**src/rtl/proc_pkg.sv**
```systemverilog
// Shared definitions for the 9-bit processor: sequencer states, branch-target table
// and the opcode constants used by benches.
package proc_pkg;

  localparam int PROC_PC_W = 10;

  typedef enum logic [1:0] {
    S_IDLE      = 2'd0,
    S_RUN       = 2'd1,
    S_LOAD_WAIT = 2'd2,
    S_DONE      = 2'd3
  } seq_state_t;

  // Absolute branch targets, regenerated per program by the assembler flow.
  localparam logic [PROC_PC_W-1:0] BR_TARGETS [32] = '{
    10'd12,  10'd40,  10'd100, 10'd3,   10'd512, 10'd8,   10'd1,   10'd20,
    10'd1023,10'd64,  10'd200, 10'd7,   10'd300, 10'd2,   10'd15,  10'd999,
    10'd33,  10'd700, 10'd5,   10'd128, 10'd256, 10'd11,  10'd900, 10'd4,
    10'd600, 10'd9,   10'd450, 10'd17,  10'd800, 10'd6,   10'd1000,10'd30
  };

  localparam logic [3:0] OP_LOAD = 4'd15;
  localparam logic [3:0] OP_BEQ  = 4'd0;

endpackage

```
**src/rtl/branch_lut.sv**
```systemverilog
// Combinational branch-target lookup: 5-bit immediate from the instruction selects
// an absolute PC from the assembler-generated table.
module branch_lut
  import proc_pkg::*;
#(
  parameter int PC_W = PROC_PC_W
) (
  input  logic [4:0]      idx,
  output logic [PC_W-1:0] target
);

  assign target = PC_W'(BR_TARGETS[idx]);

endmodule

```
**src/rtl/fetch_sequencer.sv**
```systemverilog
// Program sequencer: owns the PC, the Start/Done handshake, the two-cycle load
// sequencing and the saturating cycle/instruction counters.
module fetch_sequencer
  import proc_pkg::*;
#(
  parameter int PC_W  = PROC_PC_W,
  parameter int CNT_W = 16
) (
  input  logic             Clk,
  input  logic             Reset,
  input  logic             Start,
  input  logic [PC_W-1:0]  ProgBase,
  input  logic [PC_W-1:0]  ProgLast,
  input  logic [8:0]       InstIn,
  input  logic             Branch,
  input  logic             IsLoad,
  output logic [PC_W-1:0]  PC,
  output logic             ExecEn,
  output logic             Done,
  output logic [CNT_W-1:0] CycleCnt,
  output logic [CNT_W-1:0] InstCnt
);

  seq_state_t       state_q, state_d;
  logic [PC_W-1:0]  pc_q, pc_d;
  logic [PC_W-1:0]  last_q, last_d;
  logic [CNT_W-1:0] cyc_q, cyc_d;
  logic [CNT_W-1:0] inst_q, inst_d;
  logic [PC_W-1:0]  br_target;
  logic             unused_opcode;

  // Only the 5-bit immediate matters here; the opcode is decoded elsewhere.
  assign unused_opcode = ^InstIn[8:5];

  branch_lut #(.PC_W(PC_W)) u_branch_lut (
    .idx    (InstIn[4:0]),
    .target (br_target)
  );

  function automatic logic [CNT_W-1:0] sat_inc(input logic [CNT_W-1:0] v);
    return (v == '1) ? v : v + CNT_W'(1);
  endfunction

  always_comb begin
    // NOTE: every output of this block gets a default first so no path leaves one unassigned and infers a latch.
    state_d = state_q;
    pc_d    = pc_q;
    last_d  = last_q;
    cyc_d   = cyc_q;
    inst_d  = inst_q;
    ExecEn  = 1'b0;

    unique case (state_q)
      S_IDLE, S_DONE: begin
        if (Start) begin
          pc_d    = ProgBase;
          last_d  = ProgLast;
          cyc_d   = '0;
          inst_d  = '0;
          state_d = S_RUN;
        end
      end

      S_RUN: begin
        cyc_d = sat_inc(cyc_q);
        if (IsLoad) begin
          // Hold the PC one extra cycle to cover the data-memory read latency.
          state_d = S_LOAD_WAIT;
        end else begin
          ExecEn = 1'b1;
          inst_d = sat_inc(inst_q);
          if (Branch)              pc_d    = br_target;
          else if (pc_q == last_q) state_d = S_DONE;
          else                     pc_d    = pc_q + PC_W'(1);
        end
      end

      S_LOAD_WAIT: begin
        ExecEn = 1'b1;
        cyc_d  = sat_inc(cyc_q);
        inst_d = sat_inc(inst_q);
        if (pc_q == last_q) begin
          state_d = S_DONE;
        end else begin
          pc_d    = pc_q + PC_W'(1);
          state_d = S_RUN;
        end
      end

      default: state_d = S_IDLE;
    endcase
  end

  always_ff @(posedge Clk or posedge Reset) begin
    if (Reset) begin
      state_q <= S_IDLE;
      pc_q    <= '0;
      last_q  <= '0;
      cyc_q   <= '0;
      inst_q  <= '0;
    end else begin
      // NOTE: non-blocking assignments so every register samples the pre-edge values.
      state_q <= state_d;
      pc_q    <= pc_d;
      last_q  <= last_d;
      cyc_q   <= cyc_d;
      inst_q  <= inst_d;
    end
  end

  assign PC       = pc_q;
  assign Done     = (state_q == S_DONE);
  assign CycleCnt = cyc_q;
  assign InstCnt  = inst_q;

endmodule

```
**config.mk**
```make
export PLATFORM = sky130hd
export DESIGN_NAME = fetch_sequencer
export DESIGN_NICKNAME = d
export VERILOG_FILES = /design/src/rtl/proc_pkg.sv /design/src/rtl/branch_lut.sv /design/src/rtl/fetch_sequencer.sv
export SDC_FILE = /design/constraint.sdc
export NUM_CORES = 1
export LEC_CHECK = 0
export BUFFER_PORTS_ARGS = -buffer_cell sky130_fd_sc_hd__buf_2
export CAP_MARGIN = 40
export CORE_MARGIN = 10
export CORE_UTILIZATION = 61
export CTS_CLUSTER_DIAMETER = 80
export CTS_CLUSTER_SIZE = 30
export DETAILED_ROUTE_END_ITERATION = 10
export PLACE_DENSITY = 0.94
export SYNTH_ARGS = -nofsm -noshare
export SYNTH_HDL_FRONTEND = slang
export SYNTH_HIERARCHICAL = 1
export SYNTH_SLANG_ARGS = --single-unit
export TNS_END_PERCENT = 5
```
**constraint.sdc**
```tcl
create_clock -name Clk -period 4.3 [get_ports Clk]
set_clock_uncertainty 0.05 [all_clocks]
set_input_delay 0.215 -clock Clk [delete_from_list [all_inputs] [get_ports Clk]]
set_output_delay 0.215 -clock Clk [all_outputs]
set_load 0.02 [all_outputs]
```
==> metrics.md, run 1 <==
| Metric | Value |
|---|---|
| Status | `complete, no violations` |
| Worst Setup Start Kind | `flip-flop` |
| Worst Hold Depth | `3` |
| Setup Buffers After CTS | `0` |
| First-pass iteration count of the detailed router | `5` |
| Grt total ovfl | `0` |
| Slowest-stage cell, CP | `and2_1` |
| Initial antenna violation count | `0` |
| Chip Width | `102 um` |
| First-pass GRT wire length | `17.9 mm` |
| Critical Path Fanout Max | `15` |
| Internal power | `1290 uW` |
| Rel. slew slack | `47.4%` |
| Starting DRT DRC Count | `522` |
| Post-DRT Antenna Nets | `0` |
| Min Tclk post-route | `3100 ps` |
| Die area | `0.0104 sq mm` |
| Count leader, synth | `nand2_1` |
| Synth area leader | `dfrtp_1` |
| Post-Syn Nets | `545` |
| Endpoints failing hold | `0` |
| Netlist Area Pre-Place | `0.00409 sq mm` |
| Hpwl dp | `8.08 mm` |
| CP Data Required Time | `4430 ps` |
| Root Driver | `clkbuf_8` |
| VDD IR max | `0.000443 V` |
| Placer congestion estimate | `0.918` |
| Synth async-reset ratio | `100%` |
| CP Capture Type | `flip-flop` |
| Area growth, synth to finish | `9.88%` |
| Max Freq | `323 MHz` |
| Pin count of the biggest net entering global routing | `33` |
| CP cell instances | `inv_1, ha_1, buf_4, nand2b_1, and2_1, nand2_1, o311ai_0, o21ai_0` |
| Synth cell count leaders | `nand2_1 (78), dfrtp_1 (54), nor2_1 (38), nand3_1 (32)` |
| Worst hold slack | `40.9 ps` |
| Layout cell share with drive strength beyond 1 | `18.1%` |
| Synth warn | `6` |
| Routed wire length | `11.2 mm` |
| Pwr Total | `2650 uW` |
| Gr usage total | `20.7%` |
| Die Y | `102 um` |
| Sequential share of power | `32.0%` |
| Std cell rows | `29` |
| Part of the power in combinational logic | `57.0%` |
| Synth area leaders | `dfrtp_1 (33%), nand2_1 (7.2%), ha_1 (4.3%)` |
| PD cells | `589 mW/mm^2` |
| Placed inst area | `0.00440 sq mm` |
| EDFF count, synth | `0` |
| Via count | `4102` |
| DR DRC count | `0` |
| CTS Sinks | `54` |
| Post-synthesis cell count | `497` |
| Worst-margin pin slew | `789 ps` |
| Sw frac | `51.1%` |
| Hold WC Path Type | `in2reg` |
| Number of synthesized register bits | `54` |
| Clk Latency, worst-skew pair | `320 ps` |
| Top_reg_cell synth | `dfrtp_1` |
| I/O pins | `78` |
| Share of Yosys cell area claimed by the top area cell type | `33.0%` |
| CP arrival | `3230 ps` |
| Clock tree buffer depth | `2` |
| Clock slew at reported path FFs | `100 ps` |
| RSZ-0062 raised after global routing | `false` |
| WP buf/inv | `2` |
| Worst Path Class, Setup | `reg2reg` |
| Final Net Count | `596` |
| Core area | `0.00642 sq mm` |
| Number of buffers created by CTS | `5` |
| Leak | `0.00202 uW` |
| Stages on worst setup path | `8` |
| Vias in the first global route | `3819` |
| Seq/Total Area, Yosys | `33.0%` |
| Antenna Cells | `0` |
| Setup tns final | `0 ps` |
| Part of the power in the clock network | `11.0%` |
| Finished Core Util | `70.0%` |
| CTS tree | `done` |
| Final count of pins violating max slew | `0` |
| Syn Area/Cell | `8.23 sq um` |
| Final period utilization | `72.1%` |
| WL/cell | `17.9 um` |
| Final setup viols | `0` |
| # H-tree levels | `2` |
| Max_cap viols | `0` |
| Worst r2r path cells | `8` |
| Filler cell count | `492` |
| Critical path's top delay family | `simple AND/OR/NAND/NOR gates` |
| Synth cell types | `66` |
| Drt via density | `6.56` |
| Initial Utilization | `63.7%` |
| Sw Pwr | `1350 uW` |
| Cell area after layout | `0.00450 sq mm` |
| Max incr delay on CP | `500 ps` |
| PortBufs | `73` |
logic make-up after synthesis:
logic type | Yosys count | share of synthesized area [%]
buffers and inverters | 53 | 6.45
AO/OA/AOI/OAI | 117 | 20.3
XOR/XNOR | 25 | 5.72
flip-flops | 54 | 33.0
adder cells (fa/ha/maj) | 14 | 4.28
AND/OR/NAND/NOR | 224 | 27.4
multiplexers | 10 | 2.81
per-stage QoR:
stage	cells	worst slack, ps
CTS	625	1310
detailed placement	617	1360
floorplan	497	2230
finish	625	1200
global route	625	1120
global placement	616	1420
final cells by class:
| type | instances | area [sq um] | area share (%) |
|---|---|---|---|
| inverter | 19 | 71.3 | 1.59 |
| timing repair buffer | 78 | 418 | 9.30 |
| sequential | 54 | 1350 | 30.1 |
| clock buffer | 5 | 68.8 | 1.53 |
| tap | 77 | 96.3 | 2.14 |
| clock inverter | 2 | 13.8 | 0.306 |
| multi-input combinational | 390 | 2480 | 55.1 |
layer usage:
layer,up-vias,track usage (%),part of all wire (%)
met2,237,34.0,48
li1,1914,-,-
met1,1904,26.7,40
met5,-,0,0
met4,0,6.62,2.8
met3,47,4.45,9.6
tightest hold or removal path, stage by stage:
cell and delay [ps]:
buf_2 70, nand2_1 40, nand2_1 40
power groups by stage:
| stage | sequential, uW | combinational (uW) | clock [uW] |
|---|---|---|---|
| 5_1_grt | 863 | 1640 | 312 |
| 2_1_floorplan | 869 | 1090 | 0 |
| 6_report | 846 | 1510 | 292 |
| 4_1_cts | 838 | 1480 | 292 |
| 3_5_place_dp | 846 | 1470 | 0 |
| 3_3_place_gp | 840 | 1420 | 0 |
cell usage in the layout (no fill, tap or decap), drive strengths merged, types with 4 or more instances in the layout:
| cell type | instances |
|---|---|
| and4 | 4 |
| inv | 20 |
| buf | 77 |
| nor3b | 5 |
| nor3 | 8 |
| a221oi | 6 |
| clkbuf | 5 |
| nor2b | 4 |
| or3 | 4 |
| a2111oi | 5 |
| nand2 | 78 |
| ha | 14 |
| and2 | 5 |
| a21oi | 19 |
| xnor2 | 22 |
| o211ai | 9 |
| nand4 | 11 |
| o311ai | 6 |
| a211oi | 10 |
| and3 | 4 |
| o21ai | 20 |
| a22oi | 4 |
| a31oi | 5 |
| nand3 | 32 |
| mux2i | 7 |
| nand4b | 4 |
| nand2b | 10 |
| o32ai | 4 |
| nand3b | 5 |
| or4 | 4 |
| nor2 | 39 |
| dfrtp | 54 |
worst paths after layout:
check | from | end | slack (ps)
worst max-delay path | state_q[0] | InstCnt[5] | 1200
worst min-delay path | ProgLast[8] | last_q[8] | 40
worst max register to register | state_q[0] | InstCnt[5] | 1200
worst min register to register | last_q[1] | last_q[1] | 450
max in group asynchronous | Reset | PC[1] | 3200
min in group asynchronous | Reset | InstCnt[0] | 440
sequential cells by signal (all words and copies together) (netlist names):
name,cells
InstCnt,16
CycleCnt,16
state_q,2
PC,10
last_q,10
timing repair:
item / CTS / global route
hold endpoints to repair: 23 / 0
hold buffers: 1 / 0
gates resized for setup: 0 / 0
No activity file was read; power rests on OpenSTA's default activity.
==> run 2: changes to the inputs <==
--- a/config.mk
+++ b/config.mk
@@ -8,11 +8,11 @@
 export BUFFER_PORTS_ARGS = -buffer_cell sky130_fd_sc_hd__buf_2
 export CAP_MARGIN = 40
 export CORE_MARGIN = 10
-export CORE_UTILIZATION = 61
+export CORE_UTILIZATION = 51
 export CTS_CLUSTER_DIAMETER = 80
 export CTS_CLUSTER_SIZE = 30
 export DETAILED_ROUTE_END_ITERATION = 10
-export PLACE_DENSITY = 0.94
+export PLACE_DENSITY = 0.84
 export SYNTH_ARGS = -nofsm -noshare
 export SYNTH_HDL_FRONTEND = slang
 export SYNTH_HIERARCHICAL = 1
==> constraint.sdc (replaced) <==
create_clock -name Clk -period 2.5 [get_ports Clk]
set_clock_uncertainty 0.05 [all_clocks]
set_input_delay 0.125 -clock Clk [delete_from_list [all_inputs] [get_ports Clk]]
set_output_delay 0.125 -clock Clk [all_outputs]
set_load 0.02 [all_outputs]
==> metrics.md, run 2 (synthesis results as in run 1) <==
| Metric | Value |
|---|---|
| Status | `complete, no violations (unchanged)` |
| FF+latch area | `0.00135 sq mm (unchanged)` |
| Setup tns final | `0 ps (unchanged)` |
| Worst-margin pin slew | `678 ps (was 789 ps)` |
| Post-DRT Antenna Nets | `0 (unchanged)` |
| Gr usage total | `19.3% (was 20.7%)` |
| Drt via density | `6.12 (was 6.56)` |
| CP arrival | `2510 ps (was 3230 ps)` |
| VDD IR max | `0.000655 V (was 0.000443 V)` |
| Hpwl dp | `8.45 mm (was 8.08 mm)` |
| Sequential share of power | `29.1% (was 32.0%)` |
| CP Capture Type | `flip-flop (unchanged)` |
| Most frequent cells in the layout | `nand2_1 (78), buf_2 (73), dfrtp_1 (54) (unchanged)` |
| Worst Hold Path EP | `PC[6] (was last_q[8])` |
| Internal power | `2440 uW (was 1290 uW)` |
| Grt total ovfl | `0 (unchanged)` |
| Routed wire length | `11.5 mm (was 11.2 mm)` |
| Worst reg2reg setup slack | `170 ps (was 1200 ps)` |
| Most common cell after layout, fill and taps aside | `nand2_1 (unchanged)` |
| WL/cell | `17.0 um (was 17.9 um)` |
| PD cells | `1010 mW/mm^2 (was 589 mW/mm^2)` |
| Area growth, synth to finish | `16.5% (was 9.88%)` |
| CTS Sinks | `54 (unchanged)` |
| Clock tree buffer depth | `2 (unchanged)` |
| CP Data Required Time | `2680 ps (was 4430 ps)` |
| RR Startpoint | `state_q[0] (unchanged)` |
| Min Tclk post-route | `2330 ps (was 3100 ps)` |
| Initial Utilization | `52.7% (was 63.7%)` |
| Layout cell share with drive strength beyond 1 | `20.3% (was 18.1%)` |
| Endpoints failing hold | `0 (unchanged)` |
| I/O pins | `78 (unchanged)` |
| Die Y | `110 um (was 102 um)` |
| RSZ-0062 raised after global routing | `false (unchanged)` |
| First-pass iteration count of the detailed router | `4 (was 5)` |
| Part of the power in the clock network | `11.7% (was 11.0%)` |
| # H-tree levels | `2 (unchanged)` |
| Part of the power in combinational logic | `59.3% (was 57.0%)` |
| CTS tree | `done (unchanged)` |
| Via count | `4141 (was 4102)` |
| Leak | `0.00215 uW (was 0.00202 uW)` |
| Worst r2r path cells | `7 (was 8)` |
| Worst Path Class, Setup | `reg2reg (unchanged)` |
| Area occupied by multi-input gates | `0.00248 sq mm (about the same)` |
| Critical Path Fanout Max | `10 (was 15)` |
| Sw frac | `49.0% (was 51.1%)` |
| Std cell rows | `32 (was 29)` |
| Worst Hold Depth | `3 (unchanged)` |
| Hold Crit Start | `ProgBase[6] (was ProgLast[8])` |
| Clk Latency, worst-skew pair | `310 ps (was 320 ps)` |
| Worst r2r dst | `InstCnt[5] (unchanged)` |
| Placer congestion estimate | `0.919 (was 0.918)` |
| DR DRC count | `0 (unchanged)` |
| Die area | `0.0120 sq mm (was 0.0104 sq mm)` |
| Pin count of the biggest net entering global routing | `55 (was 33)` |
| Final setup viols | `0 (unchanged)` |
| Core area | `0.00777 sq mm (was 0.00642 sq mm)` |
| Inst Count DP | `658 (was 617)` |
| Initial antenna violation count | `0 (unchanged)` |
| Antenna Cells | `0 (unchanged)` |
| Root Driver | `clkbuf_8 (unchanged)` |
| Final Net Count | `622 (was 596)` |
| Rel. slew slack | `54.8% (was 47.4%)` |
| Max_cap viols | `0 (unchanged)` |
| Filler cell count | `677 (was 492)` |
| Number of buffers created by CTS | `5 (unchanged)` |
| Worst Setup Start Kind | `flip-flop (unchanged)` |
| First-pass GRT wire length | `19.2 mm (was 17.9 mm)` |
| Starting DRT DRC Count | `295 (was 522)` |
| Clock slew at reported path FFs | `110 ps (was 100 ps)` |
| Sw Pwr | `2350 uW (was 1350 uW)` |
| Final count of pins violating max slew | `0 (unchanged)` |
| Max Freq | `430 MHz (was 323 MHz)` |
| Setup Buffers After CTS | `0 (unchanged)` |
| Hold WC Path Type | `in2reg (unchanged)` |
| Finished Layout Cells | `677 (was 625)` |
| Chip Width | `110 um (was 102 um)` |
| Final period utilization | `93.1% (was 72.1%)` |
| Vias in the first global route | `3990 (was 3819)` |
| PortBufs | `73 (unchanged)` |
## run 2: how the worst max path moves through the flow
stage	start	end	slack [ps]	cells after the start
global route	state_q[0]	InstCnt[5]	30	7
finish	state_q[0]	InstCnt[5]	170	7
floorplan	state_q[0]	InstCnt[5]	430	9
detailed placement	state_q[0]	InstCnt[13]	170	7
global placement	state_q[0]	InstCnt[13]	260	7
CTS	state_q[0]	InstCnt[13]	170	7
## run 2: through the flow
step	area (sq um)	setup WS, ps	utilization [%]	hold WS [ps]	total power (uW)
floorplan	4090	427	-	180	3370
global placement	4540	258	58.5	264	4120
detailed placement	4540	173	58.5	267	4190
CTS	4760	165	61.2	76.7	4780
global route	4760	25.6	61.3	113	5200
finish	4760	174	61.3	75.7	4790
## run 2: layout make-up
cell class / count / share of cell area, %
inverters: 19 / 1.50
clock inverters: 1 / 0.184
repair buffers: 104 / 13.1
multi-input cells: 390 / 52.1
clock buffers: 7 / 2.02
flip-flops and latches: 54 / 28.4
well taps: 102 / 2.68
## run 2: what timing repair did
item                                   in CTS  in global routing
gates resized for setup                     0                  2
endpoints found under the hold margin      64                  0
hold buffers                               11                  0
setup endpoints to repair                   0                  2
## run 2: routing by layer
layer  global-route usage [%]  wire [um]  vias to the layer above  share of wire [%]
met5                        0          0                        -                  0
met4                     5.02        155                        0                1.3
met3                     3.80        672                       15                5.8
met2                     32.6       5610                      163                 49
met1                     24.8       5070                     1999                 44
li1                         -          -                     1964                  -
## run 2: power groups by stage
stage                     clock network (uW)  logic [uW]  registers [uW]
after floorplan                            0        1870            1500
after global placement                     0        2720            1390
after detailed placement                   0        2790            1400
after CTS                                571        2830            1380
after global routing                     604        3170            1430
final                                    560        2840            1390
## run 2: worst max-delay path: stages, from the launching register on
cell     delay (ps)
dfrtp_1         410
inv_1            60
ha_1            340
buf_4           190
inv_1           170
nand2_1         210
or4b_2          650
o21ai_0         180
